[src/rtl/msg_buf_pkg.sv]
// Shared definitions for the message buffer reader.
//   BYTE_W  : width of one stored byte
//   state_t : readback FSM states (IDLE, READ, FIN)
package msg_buf_pkg;

  localparam int BYTE_W = 8;

  typedef enum logic [1:0] {
    IDLE = 2'd0,
    READ = 2'd1,
    FIN  = 2'd2
  } state_t;

endpackage

[src/rtl/msg_buf_mem.sv]
// Byte store for the message buffer: DEPTH x BYTE_W register array with one
// synchronous write port and one combinational read port. Contents are not
// reset.
//   clk      : clock
//   we_i     : write enable
//   waddr_i  : write address
//   wdata_i  : write byte
//   raddr_i  : read address
//   rdata_o  : byte at raddr_i (combinational)
module msg_buf_mem
  import msg_buf_pkg::*;
#(
  parameter int DEPTH = 16
) (
  input  logic                     clk,
  input  logic                     we_i,
  input  logic [$clog2(DEPTH)-1:0] waddr_i,
  input  logic [BYTE_W-1:0]        wdata_i,
  input  logic [$clog2(DEPTH)-1:0] raddr_i,
  output logic [BYTE_W-1:0]        rdata_o
);

  logic [BYTE_W-1:0] mem_q [DEPTH];

  always_ff @(posedge clk) begin
    if (we_i) begin
      mem_q[waddr_i] <= wdata_i;
    end
  end

  assign rdata_o = mem_q[raddr_i];

endmodule

[src/rtl/msg_buf_reader.sv]
// Message buffer reader: collects bytes while idle, then on a disp pulse
// streams them out over a valid/ready interface, pulses done and empties
// the buffer. Writes that cannot be stored set a sticky overflow flag.
//   clk      : clock
//   rst_b    : asynchronous active-low reset
//   wr, dat  : byte write strobe and data
//   disp     : readback trigger pulse
//   out_vld, out_rdy, out_dat, out_last : readback stream
//   busy     : readback in progress (READ or FIN)
//   done     : one-cycle pulse when a readback completes
//   ovf      : sticky, a write was dropped
// Build option: define MSG_BUF_NUL_TERM_EN to append an 8'h00 terminator
// beat to every readback (out_last then marks only that beat).
//
// state | meaning
// IDLE  | accepting writes, waiting for disp
// READ  | streaming stored bytes, out_vld=1
// FIN   | done pulse, buffer pointers/count cleared
module msg_buf_reader
  import msg_buf_pkg::*;
#(
  parameter int DEPTH = 16
) (
  input  logic              clk,
  input  logic              rst_b,
  input  logic              wr,
  input  logic [BYTE_W-1:0] dat,
  input  logic              disp,
  output logic              out_vld,
  input  logic              out_rdy,
  output logic [BYTE_W-1:0] out_dat,
  output logic              out_last,
  output logic              busy,
  output logic              done,
  output logic              ovf
);

  localparam int PW = $clog2(DEPTH);
  localparam int CW = PW + 1;

  state_t          state_q, state_d;
  logic [PW-1:0]   wr_ptr_q, wr_ptr_d;
  logic [PW-1:0]   rd_ptr_q, rd_ptr_d;
  logic [CW-1:0]   count_q, count_d;
  logic            ovf_q, ovf_d;
  logic            wr_acc;
  logic            xfer;
  logic            data_last;
  logic [BYTE_W-1:0] rd_byte;
`ifdef MSG_BUF_NUL_TERM_EN
  // Set once the stored bytes are exhausted; the current beat is the NUL.
  logic            nul_q, nul_d;
`endif

  msg_buf_mem #(.DEPTH(DEPTH)) u_mem (
    .clk     (clk),
    .we_i    (wr_acc),
    .waddr_i (wr_ptr_q),
    .wdata_i (dat),
    .raddr_i (rd_ptr_q),
    .rdata_o (rd_byte)
  );

  assign wr_acc    = wr && (state_q == IDLE) && (count_q < CW'(DEPTH));
  assign out_vld   = (state_q == READ);
  assign xfer      = out_vld && out_rdy;
  assign data_last = ({1'b0, rd_ptr_q} == (count_q - CW'(1)));
  assign busy      = (state_q != IDLE);
  assign done      = (state_q == FIN);
  assign ovf       = ovf_q;

`ifdef MSG_BUF_NUL_TERM_EN
  assign out_dat  = (out_vld && !nul_q) ? rd_byte : '0;
  assign out_last = out_vld && nul_q;
`else
  assign out_dat  = out_vld ? rd_byte : '0;
  assign out_last = out_vld && data_last;
`endif

  always_comb begin
    state_d  = state_q;
    wr_ptr_d = wr_ptr_q;
    rd_ptr_d = rd_ptr_q;
    count_d  = count_q;
    ovf_d    = ovf_q | (wr & ~wr_acc);
`ifdef MSG_BUF_NUL_TERM_EN
    nul_d    = nul_q;
`endif

    if (wr_acc) begin
      wr_ptr_d = wr_ptr_q + PW'(1);
      count_d  = count_q + CW'(1);
    end

    case (state_q)
      IDLE: begin
        // count_d already includes a write accepted in the same cycle,
        // so that byte is part of this readback.
        if (disp) begin
          rd_ptr_d = '0;
`ifdef MSG_BUF_NUL_TERM_EN
          state_d  = READ;
          nul_d    = (count_d == '0);
`else
          state_d  = (count_d != '0) ? READ : FIN;
`endif
        end
      end
      READ: begin
        if (xfer) begin
`ifdef MSG_BUF_NUL_TERM_EN
          if (nul_q) begin
            state_d = FIN;
          end else if (data_last) begin
            nul_d = 1'b1;
          end else begin
            rd_ptr_d = rd_ptr_q + PW'(1);
          end
`else
          if (data_last) begin
            state_d = FIN;
          end else begin
            rd_ptr_d = rd_ptr_q + PW'(1);
          end
`endif
        end
      end
      FIN: begin
        count_d  = '0;
        wr_ptr_d = '0;
        rd_ptr_d = '0;
`ifdef MSG_BUF_NUL_TERM_EN
        nul_d    = 1'b0;
`endif
        state_d  = IDLE;
      end
      default: state_d = IDLE;
    endcase
  end

  always_ff @(posedge clk or negedge rst_b) begin
    if (!rst_b) begin
      state_q  <= IDLE;
      wr_ptr_q <= '0;
      rd_ptr_q <= '0;
      count_q  <= '0;
      ovf_q    <= 1'b0;
`ifdef MSG_BUF_NUL_TERM_EN
      nul_q    <= 1'b0;
`endif
    end else begin
      state_q  <= state_d;
      wr_ptr_q <= wr_ptr_d;
      rd_ptr_q <= rd_ptr_d;
      count_q  <= count_d;
      ovf_q    <= ovf_d;
`ifdef MSG_BUF_NUL_TERM_EN
      nul_q    <= nul_d;
`endif
    end
  end

endmodule
[config.mk]
export PLATFORM = sky130hd
export DESIGN_NAME = msg_buf_reader
export DESIGN_NICKNAME = d
export VERILOG_FILES = /design/src/rtl/msg_buf_pkg.sv /design/src/rtl/msg_buf_mem.sv /design/src/rtl/msg_buf_reader.sv
export SDC_FILE = /design/constraint.sdc
export NUM_CORES = 1
export LEC_CHECK = 0
export CAP_MARGIN = 10
export CORE_MARGIN = 2
export CORE_UTILIZATION = 50
export CTS_CLUSTER_DIAMETER = 120
export DETAILED_ROUTE_END_ITERATION = 8
export PLACE_DENSITY = 0.68
export REMOVE_ABC_BUFFERS = 1
export SETUP_SLACK_MARGIN = 0.02
export SLEW_MARGIN = 40
export SYNTH_ARGS = -nofsm -noshare
export SYNTH_HDL_FRONTEND = slang
export SYNTH_SLANG_ARGS = --single-unit
[constraint.sdc]
create_clock -name clk -period 2.9 [get_ports clk]
set_clock_uncertainty 0.2 [all_clocks]
set_input_delay 0.435 -clock clk [delete_from_list [all_inputs] [get_ports clk]]
set_output_delay 0.435 -clock clk [all_outputs]
set_load 0.005 [all_outputs]
==> results of run 1 <==
## repair_timing
item	in CTS	in global routing
setup buffers	10	2
setup endpoints to repair	9	8
pin swaps	5	2
resized for setup	32	14
cloned	2	0
hold buffers	0	1
hold endpoints to repair	0	16
## cell families after synthesis
group,Yosys count
adders and majority gates,7
AOI/OAI and AO/OA,31
DFF,144
muxes,49
buffers and inverters,29
xor gates and xnor gates,10
and+or+nand+nor,66
## worst max-delay path: stages, from the launching register on
cell and delay, ps:
dfrtp_2 420, buf_6 130, buf_4 140, buf_12 130, mux4_2 420, mux2i_2 200, o22ai_1 120, buf_2 160
## state kept, by name (all words and copies together), names as in the netlist
signal,flops
state_q,2
rd_ptr_q,4
count_q,5
u_mem.mem_q,128
wr_ptr_q,4
ovf,1
## cell usage after synthesis, drive strengths merged, types with 2 or more instances
cell type,instances,area share [%]
nand2,14,0.87
a22o,2,0.29
a21o,2,0.25
nand3,2,0.17
a211oi,2,0.33
inv,12,0.75
xor2,5,0.73
and2,2,0.21
clkbuf,9,0.56
nor3,8,0.67
nand2b,2,0.21
nor4,4,0.42
buf,8,0.75
mux2i,17,2.8
and3,6,0.62
edfxtp,128,64
ha,7,1.5
o21ai,4,0.33
a31oi,3,0.31
a31o,2,0.29
a21oi,3,0.25
mux4,32,12
nor2b,2,0.21
nand4,3,0.56
o22ai,9,0.94
nor2,17,1.1
dfrtp,16,6.7
xnor2,5,0.73
or3,3,0.31
## final timing paths
| kind | start | cells past startpoint | slack (ps) | endpoint |
|---|---|---|---|---|
| max in group asynchronous | rst_b | 2 | 1910 | rd_ptr_q[0]$_DFFE_PN0P_ |
| min reg2reg | ovf$_DFF_PN0_ | 1 | 260 | ovf$_DFF_PN0_ |
| min in group asynchronous | rst_b | 2 | 280 | wr_ptr_q[1]$_DFFE_PN0P_ |
| min | ovf$_DFF_PN0_ | 1 | 260 | ovf$_DFF_PN0_ |
| max | rd_ptr_q[0]$_DFFE_PN0P_ | 7 | 110 | out_dat[5] |
| max reg2reg | state_q[1]$_DFFE_PN0P_ | 4 | 620 | u_mem.mem_q[8][2]$_DFFE_PP_ |
## cell type report
type | instances | area [um2] | share of cell area, %
well taps | 147 | 184 | 2.49
repair buffers | 67 | 624 | 8.46
clock buffers | 19 | 433 | 5.87
flip-flops and latches | 144 | 4250 | 57.5
inverters | 12 | 45.0 | 0.610
clock inverters | 12 | 120 | 1.63
multi-input cells | 163 | 1730 | 23.4
## routing by layer
layer  part of all wire, %  vias up  track usage [%]
met3                   3.9       17             5.15
met5                     0        -                0
met4                   2.1        0             9.19
li1                      -     1477                -
met2                    51       66             33.3
met1                    43     1654             26.9
## per-stage QoR
step	std cells	TNS (ps)	hold WS, ps
4_1_cts	561	0	264
3_3_place_gp	518	0	243
6_report	564	0	259
2_1_floorplan	319	-947	-60.6
3_5_place_dp	518	0	247
5_1_grt	564	0	283
## power breakdown
part / internal, W / switching (W) / total (W)
sequential: 0.00243 / 0.000130 / 0.00256
combinational: 0.00118 / 0.00107 / 0.00225
clock: 0.00125 / 0.000784 / 0.00203
==> impl_metrics.ini, run 1 <==
[run_status]
status = complete, no violations

[clock_network]
tritoncts = built
cts-root-buf = clkbuf_16
cts_buffer_depth = 2
numCtsBuffers = 17
htreeDepth = 4
numClockSinks = 144
clk_pin_slew_ps = 60
clock_latency_ps = 420

[die]
initial_core_util_pct = 50.7
num_rows = 40
fp.dieH_um = 114
die-area_mm2 = 0.0129
pin_count = 26
fp.dieW_um = 114
core_area_mm2 = 0.0119

[placed_design]
placedInstanceArea_mm2 = 0.00663
place.port_buffers = 25
post-dp-hpwl_um = 7220
pre_cts_ws_ps = 147
place_congestion = 0.779

[logic_synthesis]
seq_area_frac_synth_pct = 70.6
synthCells = 336
synth-edff-count = 128
synth_cell_types = 41
synth_fa_ha_area_share_pct = 1.46
synth_top_family_by_area = multiplexers
yosys_most_used_dff = edfxtp_1
syn_avg_cell_area_um2 = 17.9
ys_ff_latch = 144
ys_warn_count = 0
synth_simple_gate_area_share_pct = 5.98
async_reset_ff_share_pct = 11.1
synth_compound_area_share_pct = 3.60
synth_area_mm2 = 0.00601
synthMuxAreaShare_pct = 14.8
synth_xor_area_share_pct = 1.46

[power]
finalPower_w = 0.00684
ir_drop_mv = 0.552
power.density_mw_per_mm2 = 927
leakage_nw = 2.54

[critical_path]
worstSetupEndpointType = output pin
cp-start-kind = flip-flop
worstSetupPathType = reg2out
crit_arrival_ps = 2150
critPathMaxFanout = 6
cp.required_ps = 2270

[detailed_routing]
via_per_inst = 5.70
drc = 0
drtPass1Iterations = 4
drt_iter0_markers = 227
postRouteWirelength_um = 12000
routedWlPerCell_um = 21.3
antenna_left = 0
vias = 3214

[layout]
nNetsFinal = 425
antenna_cells = 0
fin_util_pct = 62.2
final_cell_mix = 128 x edfxtp_1, 33 x buf_4, 32 x mux4_2
area_growth_syn_to_layout_pct = 22.8
drive_above_1_share_pct = 30.9
design_area_mm2 = 0.00738
fillers = 849
final_common_cell = edfxtp_1

[grt]
antenna_found_initial = 0
grt_pass1_wl_um = 19000
grt_start_max_net_pins = 31
grt-ovfl-total = 0
grt_usage_pct = 20.6
grt_pass1_vias = 3333

[sta]
worstMarginPinSlew_ps = 573
slew_violations = 0
rsz0062_at_grt = false
setup_violations = 0
max_slew_margin_pct = 61.8
hold_viol = 0
setup_slack_ps = 113
min_period_over_period_pct = 96.1
fin_crit_ps = 2790
fmax_mhz = 359

[min_path]
hp-class = reg2reg

[flow_run]
cap_violations = 0
No activity file was read; power rests on OpenSTA's default activity.
==> inputs of run 2 (changes only) <==
MAX_ROUTING_LAYER = met4   (was default)
==> run 2 against run 1 <==
  * Register-to-register slack lost 20 ps
  * Sequential share of layout area grew 0.13 points
  * Maximum frequency shrank 0.84%
  * Combinational power is essentially flat
  * Wire length grew 0.56%
  * Via count grew 0.12%
  * Core utilization shrank 0.14 points
  * Hold slack is essentially flat
  * Power shrank 0.21%
  * Setup slack lost 24 ps
  * Largest cell class unchanged
==> impl_metrics.ini, run 2 (synthesis gave the netlist of run 1 again) <==
[sta]
fin_crit_ps = 2810
setup_violations = 0
timing.hold.ws_ps = 259
hold_viol = 0
slew_violations = 0
setup_slack_ps = 89.6
max_slew_margin_pct = 61.4
worstMarginPinSlew_ps = 578
rsz0062_at_grt = false
finalSetupTns_ps = 0
min_period_over_period_pct = 96.9
fmax_mhz = 356

[detailed_routing]
vias = 3218
drtPass1Iterations = 4
drc = 0
postRouteWirelength_um = 12100
via_per_inst = 5.72
drt_iter0_markers = 194
antenna_left = 0
routedWlPerCell_um = 21.4

[min_path]
hp-class = reg2reg

[layout]
final_cell_mix = 128 x edfxtp_1, 32 x mux4_2, 32 x buf_4
nNetsFinal = 424
antenna_cells = 0
reg.largest.list = u_mem.mem_q: 128 flops, count_q: 5 flops
drive_above_1_share_pct = 30.8
area_growth_syn_to_layout_pct = 22.5
regMostFlops = u_mem.mem_q
final_common_cell = edfxtp_1
largest_reg_flops = 128

[power]
power.density_mw_per_mm2 = 927
ir_drop_mv = 0.556
leakage_nw = 2.53
finalPower_w = 0.00682

[die]
fp.dieH_um = 114
num_rows = 40
die-area_mm2 = 0.0129
core_area_mm2 = 0.0119
fp.dieW_um = 114
initial_core_util_pct = 50.7
pin_count = 26

[critical_path]
crit_arrival_ps = 2180
cp-start-kind = flip-flop
worstSetupPathType = reg2out
worstSetupEndpointType = output pin
critPathMaxFanout = 6
cp.required_ps = 2270

[clock_network]
clk_pin_slew_ps = 60
cts_buffer_depth = 2
clock_latency_ps = 420
tritoncts = built
cts-root-buf = clkbuf_16
numCtsBuffers = 17
numClockSinks = 144
htreeDepth = 4

[grt]
grt_pass1_vias = 3339
grt_usage_pct = 21.3
grt_pass1_wl_um = 19000
grt-ovfl-total = 0
grt_start_max_net_pins = 31
antenna_found_initial = 0

[placed_design]
pre_cts_ws_ps = 147
place_congestion = 0.790
place.port_buffers = 25
post-dp-hpwl_um = 7220

[run_status]
status = complete, no violations

[flow_run]
cap_violations = 0
## run 2: cell types whose count changed in the layout (fill, tap and decap cells not counted), sizes merged
cell	previous run	this run
buf	46	45
## run 2: worst paths after layout
kind / start / endpoint / slack, ps / depth (start not counted)
worst max register to register: state_q[1]$_DFFE_PN0P_ / u_mem.mem_q[8][3]$_DFFE_PP_ / 600 / 4
max in group asynchronous: rst_b / rd_ptr_q[0]$_DFFE_PN0P_ / 1910 / 2
worst max-delay path: rd_ptr_q[0]$_DFFE_PN0P_ / out_dat[6] / 90 / 7
worst min-delay path: ovf$_DFF_PN0_ / ovf$_DFF_PN0_ / 260 / 1
worst min register to register: ovf$_DFF_PN0_ / ovf$_DFF_PN0_ / 260 / 1
min in group asynchronous: rst_b / count_q[4]$_DFF_PN0_ / 280 / 2
## run 2: power breakdown
| part | internal, W | switching (W) | total [W] |
|---|---|---|---|
| clock | 0.00125 | 0.000785 | 0.00203 |
| sequential | 0.00243 | 0.000130 | 0.00256 |
| combinational | 0.00116 | 0.00108 | 0.00224 |
| total | 0.00483 | 0.00199 | 0.00682 |
## run 2: critical path: stages (launching register included)
cell and delay (ps):
dfrtp_2 390, buf_6 140, buf_6 100, buf_12 110
mux4_2 490, mux2i_1 220, o22ai_1 140, buf_2 160
## run 2: what timing repair did
item / 4_1_cts / 5_1_grt
buffers inserted: 10 / 1
gates cloned: 2 / 0
endpoints found under the setup margin: 9 / 8
resized for setup: 32 / 15
hold buffers: 0 / 1
endpoints found under the hold margin: 0 / 16
pin swaps: 5 / 3
## run 2: metal layers
metal | share of wire (%) | GRT usage [%] | up-vias
met5 | 0 | - | -
met4 | 1.4 | 7.24 | 0
met3 | 5.1 | 6.16 | 15
met2 | 51 | 33.5 | 90
met1 | 42 | 26.9 | 1635
li1 | - | - | 1478
## run 2: stage by stage
stage	area, um2	std cells	utilization (%)
5_1_grt	7360	563	62.1
2_1_floorplan	5930	319	-
6_report	7360	563	62.1
3_5_place_dp	6630	518	55.9
4_1_cts	7340	561	61.9
3_3_place_gp	6630	518	55.9
## run 2: area by class of cell
type / count / area (um2)
multi-input combinational: 163 / 1730
timing repair buffer: 66 / 608
fill: 855 / 4500
tap: 147 / 184
sequential: 144 / 4250
clock inverter: 12 / 120
clock buffer: 19 / 433
inverter: 12 / 45.0
